===== config.mk =====
export PLATFORM = sky130hd
export DESIGN_NAME = bytes_to_colors_flat
export DESIGN_NICKNAME = d
export VERILOG_FILES = /design/src/rtl/bytes_to_colors_if.sv /design/src/rtl/bytes_to_colors.sv /design/src/flat_wrapper.sv
export SDC_FILE = /design/constraint.sdc
export NUM_CORES = 1
export LEC_CHECK = 0
export CORE_MARGIN = 2
export CORE_UTILIZATION = 59
export DETAILED_ROUTE_END_ITERATION = 6
export DONT_BUFFER_PORTS = 1
export GPL_TIMING_DRIVEN = 1
export HOLD_SLACK_MARGIN = 0.03
export PLACE_DENSITY = 0.74
export SYNTH_ARGS = -nofsm -noshare
export SYNTH_HDL_FRONTEND = slang
export SYNTH_SLANG_ARGS = --single-unit

===== constraint.sdc =====
create_clock -name clk -period 2.3 [get_ports clk]
set_clock_uncertainty 0.15 [all_clocks]
set_input_delay 0.23 -clock clk [delete_from_list [all_inputs] [get_ports clk]]
set_output_delay 0.23 -clock clk [all_outputs]
set_load 0.03 [all_outputs]

===== src/rtl/bytes_to_colors_if.sv =====
// rtl/bytes_to_colors_if.sv - byte-in / color-out strobe bundle for bytes_to_colors
//
// Signals:
//   inclk   : input byte strobe (source -> repacker)
//   in      : input byte
//   in_done : end-of-stream strobe (source -> repacker)
//   outclk  : one-cycle color strobe (repacker -> sink)
//   out     : color, R=[11:8] G=[7:4] B=[3:0]
//   done    : one-cycle end-of-stream acknowledge (repacker -> sink)
// Modports: master = byte source / color sink side, slave = repacker side.
interface bytes_to_colors_if #(
  parameter int BYTE_LEN  = 8,
  parameter int COLOR_LEN = 12
);
  logic                 inclk;
  logic [BYTE_LEN-1:0]  in;
  logic                 in_done;
  logic                 outclk;
  logic [COLOR_LEN-1:0] out;
  logic                 done;

  modport master (
    output inclk, in, in_done,
    input  outclk, out, done
  );

  modport slave (
    input  inclk, in, in_done,
    output outclk, out, done
  );
endinterface


===== src/rtl/bytes_to_colors.sv =====
// rtl/bytes_to_colors.sv - repacks a byte stream into 12-bit RGB444 colors (3 bytes -> 2 colors)
//
// Ports:
//   clk : system clock, rising edge
//   rst : asynchronous active-low reset
//   bus : bytes_to_colors_if.slave (inclk/in/in_done in, outclk/out/done out)
// Outputs are registered: a color appears the cycle after the accepting edge.
module bytes_to_colors #(
  parameter int BYTE_LEN  = 8,
  parameter int COLOR_LEN = 12
) (
  input  logic                clk,
  input  logic                rst,
  bytes_to_colors_if.slave    bus
);

  localparam int HALF = BYTE_LEN / 2;

  logic [1:0]           r_phase;
  logic [BYTE_LEN-1:0]  r_hold;
  logic                 r_flush_pend;
  logic                 r_outclk;
  logic [COLOR_LEN-1:0] r_out;
  logic                 r_done;

  always_ff @(posedge clk or negedge rst) begin
    if (!rst) begin
      r_phase      <= 2'd0;
      r_hold       <= '0;
      r_flush_pend <= 1'b0;
      r_outclk     <= 1'b0;
      r_out        <= '0;
      r_done       <= 1'b0;
    end else begin
      r_outclk <= 1'b0;
      r_done   <= 1'b0;
      if (bus.inclk) begin
        case (r_phase)
          2'd1: begin
            r_out    <= {r_hold, bus.in[BYTE_LEN-1 -: HALF]};
            r_outclk <= 1'b1;
            r_hold   <= {{HALF{1'b0}}, bus.in[HALF-1:0]};
            r_phase  <= 2'd2;
          end
          2'd2: begin
            r_out    <= {r_hold[HALF-1:0], bus.in};
            r_outclk <= 1'b1;
            r_phase  <= 2'd0;
          end
          // Phase 3 is unreachable; treat it as phase 0 so the group restarts cleanly.
          default: begin
            r_hold  <= bus.in;
            r_phase <= 2'd1;
          end
        endcase
        // A flush arriving with a byte is deferred so the byte's own color goes first.
        if (bus.in_done) begin
          r_flush_pend <= 1'b1;
        end
      end else if (bus.in_done || r_flush_pend) begin
        case (r_phase)
          2'd1: begin
            r_out    <= {r_hold, {HALF{1'b0}}};
            r_outclk <= 1'b1;
          end
          2'd2: begin
            r_out    <= {r_hold[HALF-1:0], {BYTE_LEN{1'b0}}};
            r_outclk <= 1'b1;
          end
          default: ;
        endcase
        r_phase      <= 2'd0;
        r_done       <= 1'b1;
        r_flush_pend <= 1'b0;
      end
    end
  end

  assign bus.outclk = r_outclk;
  assign bus.out    = r_out;
  assign bus.done   = r_done;

endmodule


===== src/flat_wrapper.sv =====
// flat-port wrapper written by rule: the top's interface ports become plain ports
module bytes_to_colors_flat 
#(
  parameter int BYTE_LEN  = 8,
  parameter int COLOR_LEN = 12
)
  (clk, rst, bus_inclk, bus_in, bus_in_done, bus_outclk, bus_out, bus_done);
  bytes_to_colors_if #(.BYTE_LEN(BYTE_LEN), .COLOR_LEN(COLOR_LEN)) bus_i ();
  input  logic clk;
  input  logic rst;
  input wire logic [$bits(bus_i.inclk)-1:0] bus_inclk;
  input wire logic [$bits(bus_i.in)-1:0] bus_in;
  input wire logic [$bits(bus_i.in_done)-1:0] bus_in_done;
  output wire logic [$bits(bus_i.outclk)-1:0] bus_outclk;
  output wire logic [$bits(bus_i.out)-1:0] bus_out;
  output wire logic [$bits(bus_i.done)-1:0] bus_done;
  assign bus_i.inclk = bus_inclk;
  assign bus_i.in = bus_in;
  assign bus_i.in_done = bus_in_done;
  assign bus_outclk = bus_i.outclk;
  assign bus_out = bus_i.out;
  assign bus_done = bus_i.done;
  bytes_to_colors #(.BYTE_LEN(BYTE_LEN), .COLOR_LEN(COLOR_LEN)) u_core (.clk(clk), .rst(rst), .bus(bus_i));
endmodule

* Word level (Yosys, flattened, before mapping)
Index checks and enable logic that the tools add are counted.
W data, S select, Z words.
** Word-level totals
- Register bits :: 25
- Bits in latches :: 0
- Memory bits (writable) :: 0
- Bits in read-only memories :: 0
- Input port bits :: 12
- Output and inout bits :: 14
- Word-level logic and storage cells :: 33
- Memories kept :: 0
** Operators by class
- Add/subtract/negate cells :: 0
- Multiply operators :: 0
- Divide/modulo/power cells :: 0
- $lt $le $gt $ge :: 0
- Equal/unequal tests :: 3
- Shift operators :: 0
- Multiplexer cells :: 16
- Bitwise gates (word level) :: 1
- Reduce and logical (&&, ||, !) cells :: 7
** Operators by type and width (count)
- $pmux W12 S2 :: 2
- $mux W12 :: 2
- $pmux W8 S2 :: 1
- $mux W1 :: 8
- $reduce_and A2 Y1 :: 3
- $mux W2 :: 2
- $pmux W2 S2 :: 1
- $reduce_bool A2 Y1 :: 2
- $eq A2 B1 Y1 const B :: 1
- $eq A2 B2 Y1 const B :: 1
- $ne A2 B1 Y1 const B :: 1
- $reduce_or A2 Y1 :: 1
- $logic_or A1 B1 Y1 :: 1
- $not A1 Y1 :: 1

* Depth between registers and ports, before layout
Gate-level depths: netlist of run 1.
- Word-level depth :: 5
- Mapped depth :: 7
- Gate-level depth less buffers :: 5

* Worst setup path before layout of run 1
Ideal clock, no wire load.
- Kind :: flip-flop to flip-flop
- From :: register u_core.r_phase[0]
- To :: register u_core.r_out[4] (netlist: u_core.bus.out[4])
- Library setup time :: 125 ps
- Data arrival time :: 1586 ps
- Data required time :: 2025 ps
- Path slack :: 439 ps
- Stages on the path, launching flop included :: 8
- Path buffers :: 2
- Clock period less this slack :: 1861 ps
- Cell sequence :: dfrtp_1 -> inv_1 -> ha_1 -> clkbuf_1 -> or2_1 -> buf_6 -> inv_6 -> mux2_4
** On the way
- Longest elaborated chain between the ends :: 4
- Elaborated cells between the ends (all ways) :: 8
- Those cells by class :: eq/ne: 2; mux: 4; reduce/logical: 2
** RTL lines
- start, declared :: line bytes_to_colors.sv:19 : logic [1:0] r_phase;
- start signal, assigned :: line bytes_to_colors.sv:28 : r_phase <= 2'd0;
- start signal, assigned :: line bytes_to_colors.sv:43 : r_phase <= 2'd2;
- start signal, assigned :: line bytes_to_colors.sv:48 : r_phase <= 2'd0;
- $eq A2 B2 Y1 or $eq A2 B1 Y1 (tied branches) :: line bytes_to_colors.sv:38, bytes_to_colors.sv:61
- $pmux W12 S2 :: line bytes_to_colors.sv:61 : case (r_phase)
- $mux W12 :: line bytes_to_colors.sv:60 : end else if (bus.in_done || r_flush_pend) begin
- $mux W12 :: line bytes_to_colors.sv:37 : if (bus.inclk) begin
- end signal, assigned :: line bytes_to_colors.sv:40 : r_out <= {r_hold, bus.in[BYTE_LEN-1 -: HALF]};
- end signal, assigned :: line bytes_to_colors.sv:63 : r_out <= {r_hold, {HALF{1'b0}}};
- end signal, assigned :: line bytes_to_colors.sv:67 : r_out <= {r_hold[HALF-1:0], {BYTE_LEN{1'b0}}};
- end, declared :: line bytes_to_colors.sv:23 : logic [COLOR_LEN-1:0] r_out;
Several ways; a longest one is shown, not always the timed one. The select of a mux whose other input is x is not followed.
A chain may end at the register's enable or synchronous reset.

* Worst setup path in the final report of run 1
- From :: input port bus_inclk
- To :: register u_core.r_out[6] (netlist: u_core.bus.out[6])
** On the way
- Longest elaborated chain between the ends :: 2
- Elaborated cells between the ends (all ways) :: 3
- Those cells by class :: mux: 1; reduce/logical: 2
** RTL lines
- start, declared :: line flat_wrapper.sv:11 : input wire logic [$bits(bus_i.inclk)-1:0] bus_inclk;
- $reduce_bool A2 Y1 (no line)
- $reduce_and A2 Y1 (no line)
- end signal, assigned :: line bytes_to_colors.sv:40
- end signal, assigned :: line bytes_to_colors.sv:46 : r_out <= {r_hold[HALF-1:0], bus.in};
- end signal, assigned :: line bytes_to_colors.sv:63
Several ways; a longest one is shown, not always the timed one.

==> reports/results.ini, run 1 <==
[timing]
tns_ns=0
fmax_mhz=489
hold_viol=0
fin_crit_sh_pct=89.0
worst_slew_pin_slew_ns=0.555
rsz0062_at_grt=no
relSlewSlack_pct=62.9
slew_viol_final=0
setup_viol=0
fin_crit_ns=2.05

[clock_tree]
postCtsSetupBuffers=0
cts_hold_buf=13
clock-root-buffer=clkbuf_4
tritoncts=done
ctsHtreeMaxLevel=1
clockBufferDepth=2
cts.sinks=25
cts.repair.resized=0
cts_buffers=3
worstSkewPairLatency_ns=0.32
path_clk_slew_ns=0.14

[route]
top_layer=met4
dr.pass1.iters=4
wl_per_cell_um=16.3
drc=0
wirelength_um=2390
vias=827
met2_length_um=1200
viasPerCell=5.63
wl_met1_um=1040
ant_nets=0
wl_met3_um=93
drtIter0Drc=16

[synth]
synth_most_common_cell=dfrtp_1
syn_avg_cell_area_um2=11.3
synthMuxAreaShare_pct=18.2
synth_adder_area_share_pct=4.08
synth-xor-area-share_pct=0
synth_nets=125
synth_top_family_by_area=multiplexers
synth_compound_area_share_pct=11.5
netlist_top_cells_count=dfrtp_1, o21ai_0, nand2_1
yosysTopAreaCell=dfrtp_1
synthCells=109
synth-edff-count=0
yosysTopAreaCellShare_pct=51.0
synthSimpleGateAreaFrac_pct=9.89
netlist-cell-type-count=19
ys_ff_latch=25
yosysSeqAreaShare_pct=51.0
async_reset_ff_share_pct=100
syn_area_um2=1230
synth.top_cells.by_area=dfrtp_1, mux2_2, o21ai_0, mux2_4, ha_1
ys_warn_count=0
ys.flop_type=dfrtp_1

[die]
die_area_um2=2460
die_h_um=49.6
top_level_ports=26
die_w_um=49.6
num_rows=16
coreArea_um2=1960
start_util_pct=62.6

[worst_hold_path]
min_from=bus_inclk
min_to=u_core.bus.out[7]
worst_hold_path_type=in2reg
holdPathStages=3

[finish]
stdcell_area_um2=1390
synthToLayoutAreaGrowth_pct=13.3
drive_above_1_share_pct=18.3
seqCellArea_um2=626
nFillCells=160
multiInputGateArea_um2=537
nets=137
n_antenna_cell=0

[setup_path]
cpMaxStageDelayCell=dlygate4sd3_1
worst-path-max-fanout=14
cp.required_ns=2.37
critical_path_class=in2reg
r2r_slack_ns=0.29
arrival_ns=2.12
ff2ff_path_depth=5
cpPeakStageDelay_ns=0.75
cp-end-kind=register
cp_cell_sequence=dlygate4sd3_1, nor3_4, or2_1, inv_6, mux2_4
reg2reg_from=u_core.r_phase[0]
cp-start-kind=primary input
timing.rr.end=u_core.bus.out[6]

[flow_run]
cap_violations=0

[placement]
gp_congestion=0.837
placed_cell_area_um2=1220
dp_hpwl_um=1600
port_buffers=0

[global_route]
grt_overflow=0
grt_pass1_wl_um=4170
grt_max_degree=26
antenna_found_initial=0
grt_pass1_vias=889
grtUsageTotal_pct=22.4

[run_status]
status=completed

[pwr]
vdd_drop_max_mv=0.746
p_leak_nw=0.610
powerDensity_nw_per_um2=1140

==> layout make-up <==
type                       count  area share (%)
multi-input combinational     73            38.6
clock buffer                   4            1.89
timing repair buffer          14            10.6
inverter                       4            1.44
sequential                    25            45.0
tap                           27            2.43
==> stage by stage <==
step	util [%]	std cells	worst slack, ns	hold WS (ns)	power [mW]
after detailed placement	62.4	130	0.321	-0.215	1.36
after global placement	62.4	130	0.353	-0.215	1.34
after floorplan	-	109	0.439	-0.216	1.27
after global routing	70.9	147	0.145	0.0676	1.68
final	70.9	147	0.254	0.0607	1.58
after CTS	70.9	147	0.282	0.0385	1.59
==> report_power, final <==
part | leakage, nW | switching [mW] | internal, mW
logic | 0.283 | 0.240 | 0.258
clock network | 0.0150 | 0.131 | 0.0679
registers | 0.312 | 0.300 | 0.586
total | 0.610 | 0.671 | 0.912
==> layout by cell type, fill, tap and decap left out, drive strengths merged <==
master / instances
a22o: 3
ha: 4
mux2: 15
nand2b: 5
nand3: 1
nor3: 1
mux2i: 4
inv: 4
nor2: 3
nand2: 12
dfrtp: 25
dlygate4sd3: 12
o21ai: 23
buf: 2
or2: 1
clkbuf: 4
nor2b: 1
==> worst max-delay path: cells and delay by family <==
family / cells / cell delay, ns
AND/OR/NAND/NOR: 2 / 0.73
buffers and inverters: 2 / 0.84
multiplexers: 1 / 0.31
==> per-layer routing <==
metal	up-vias	GRT usage [%]
met5	-	0
met2	23	36.7
met4	0	9.26
li1	395	-
met3	9	4.55
met1	400	28.8
==> cell families after synthesis <==
kind of cell | count (synthesis)
AO/OA/AOI/OAI | 26
adder cells (fa/ha/maj) | 4
buffers and inverters | 11
flip-flops | 25
multiplexers | 19
AND/OR/NAND/NOR | 24
==> worst max path at each step <==
stage | endpoint | startpoint | slack [ns] | cells after the start
after floorplan | u_core.bus.out[4] | u_core.r_phase[0] | 0.44 | 7
after global placement | u_core.bus.out[6] | u_core.r_phase[0] | 0.35 | 5
after detailed placement | u_core.bus.out[6] | u_core.r_phase[0] | 0.32 | 5
after CTS | u_core.bus.out[6] | bus_inclk | 0.28 | 5
after global routing | u_core.bus.out[7] | bus_inclk | 0.14 | 5
final | u_core.bus.out[6] | bus_inclk | 0.25 | 5
==> flip-flops by register name, indices dropped and copies added, names as in the netlist <==
name / count
u_core.r_flush_pend: 1
u_core.r_hold: 8
u_core.r_phase: 2
u_core.bus.done: 1
u_core.bus.out: 12
u_core.bus.outclk: 1
Power figures use the tool's default switching activity.
==> inputs of run 2 (changes only) <==
Settings changed: GPL_ROUTABILITY_DRIVEN set to 0.
==> results of run 2 <==
The final DEF is identical to that of run 1; final timing and power are the same.
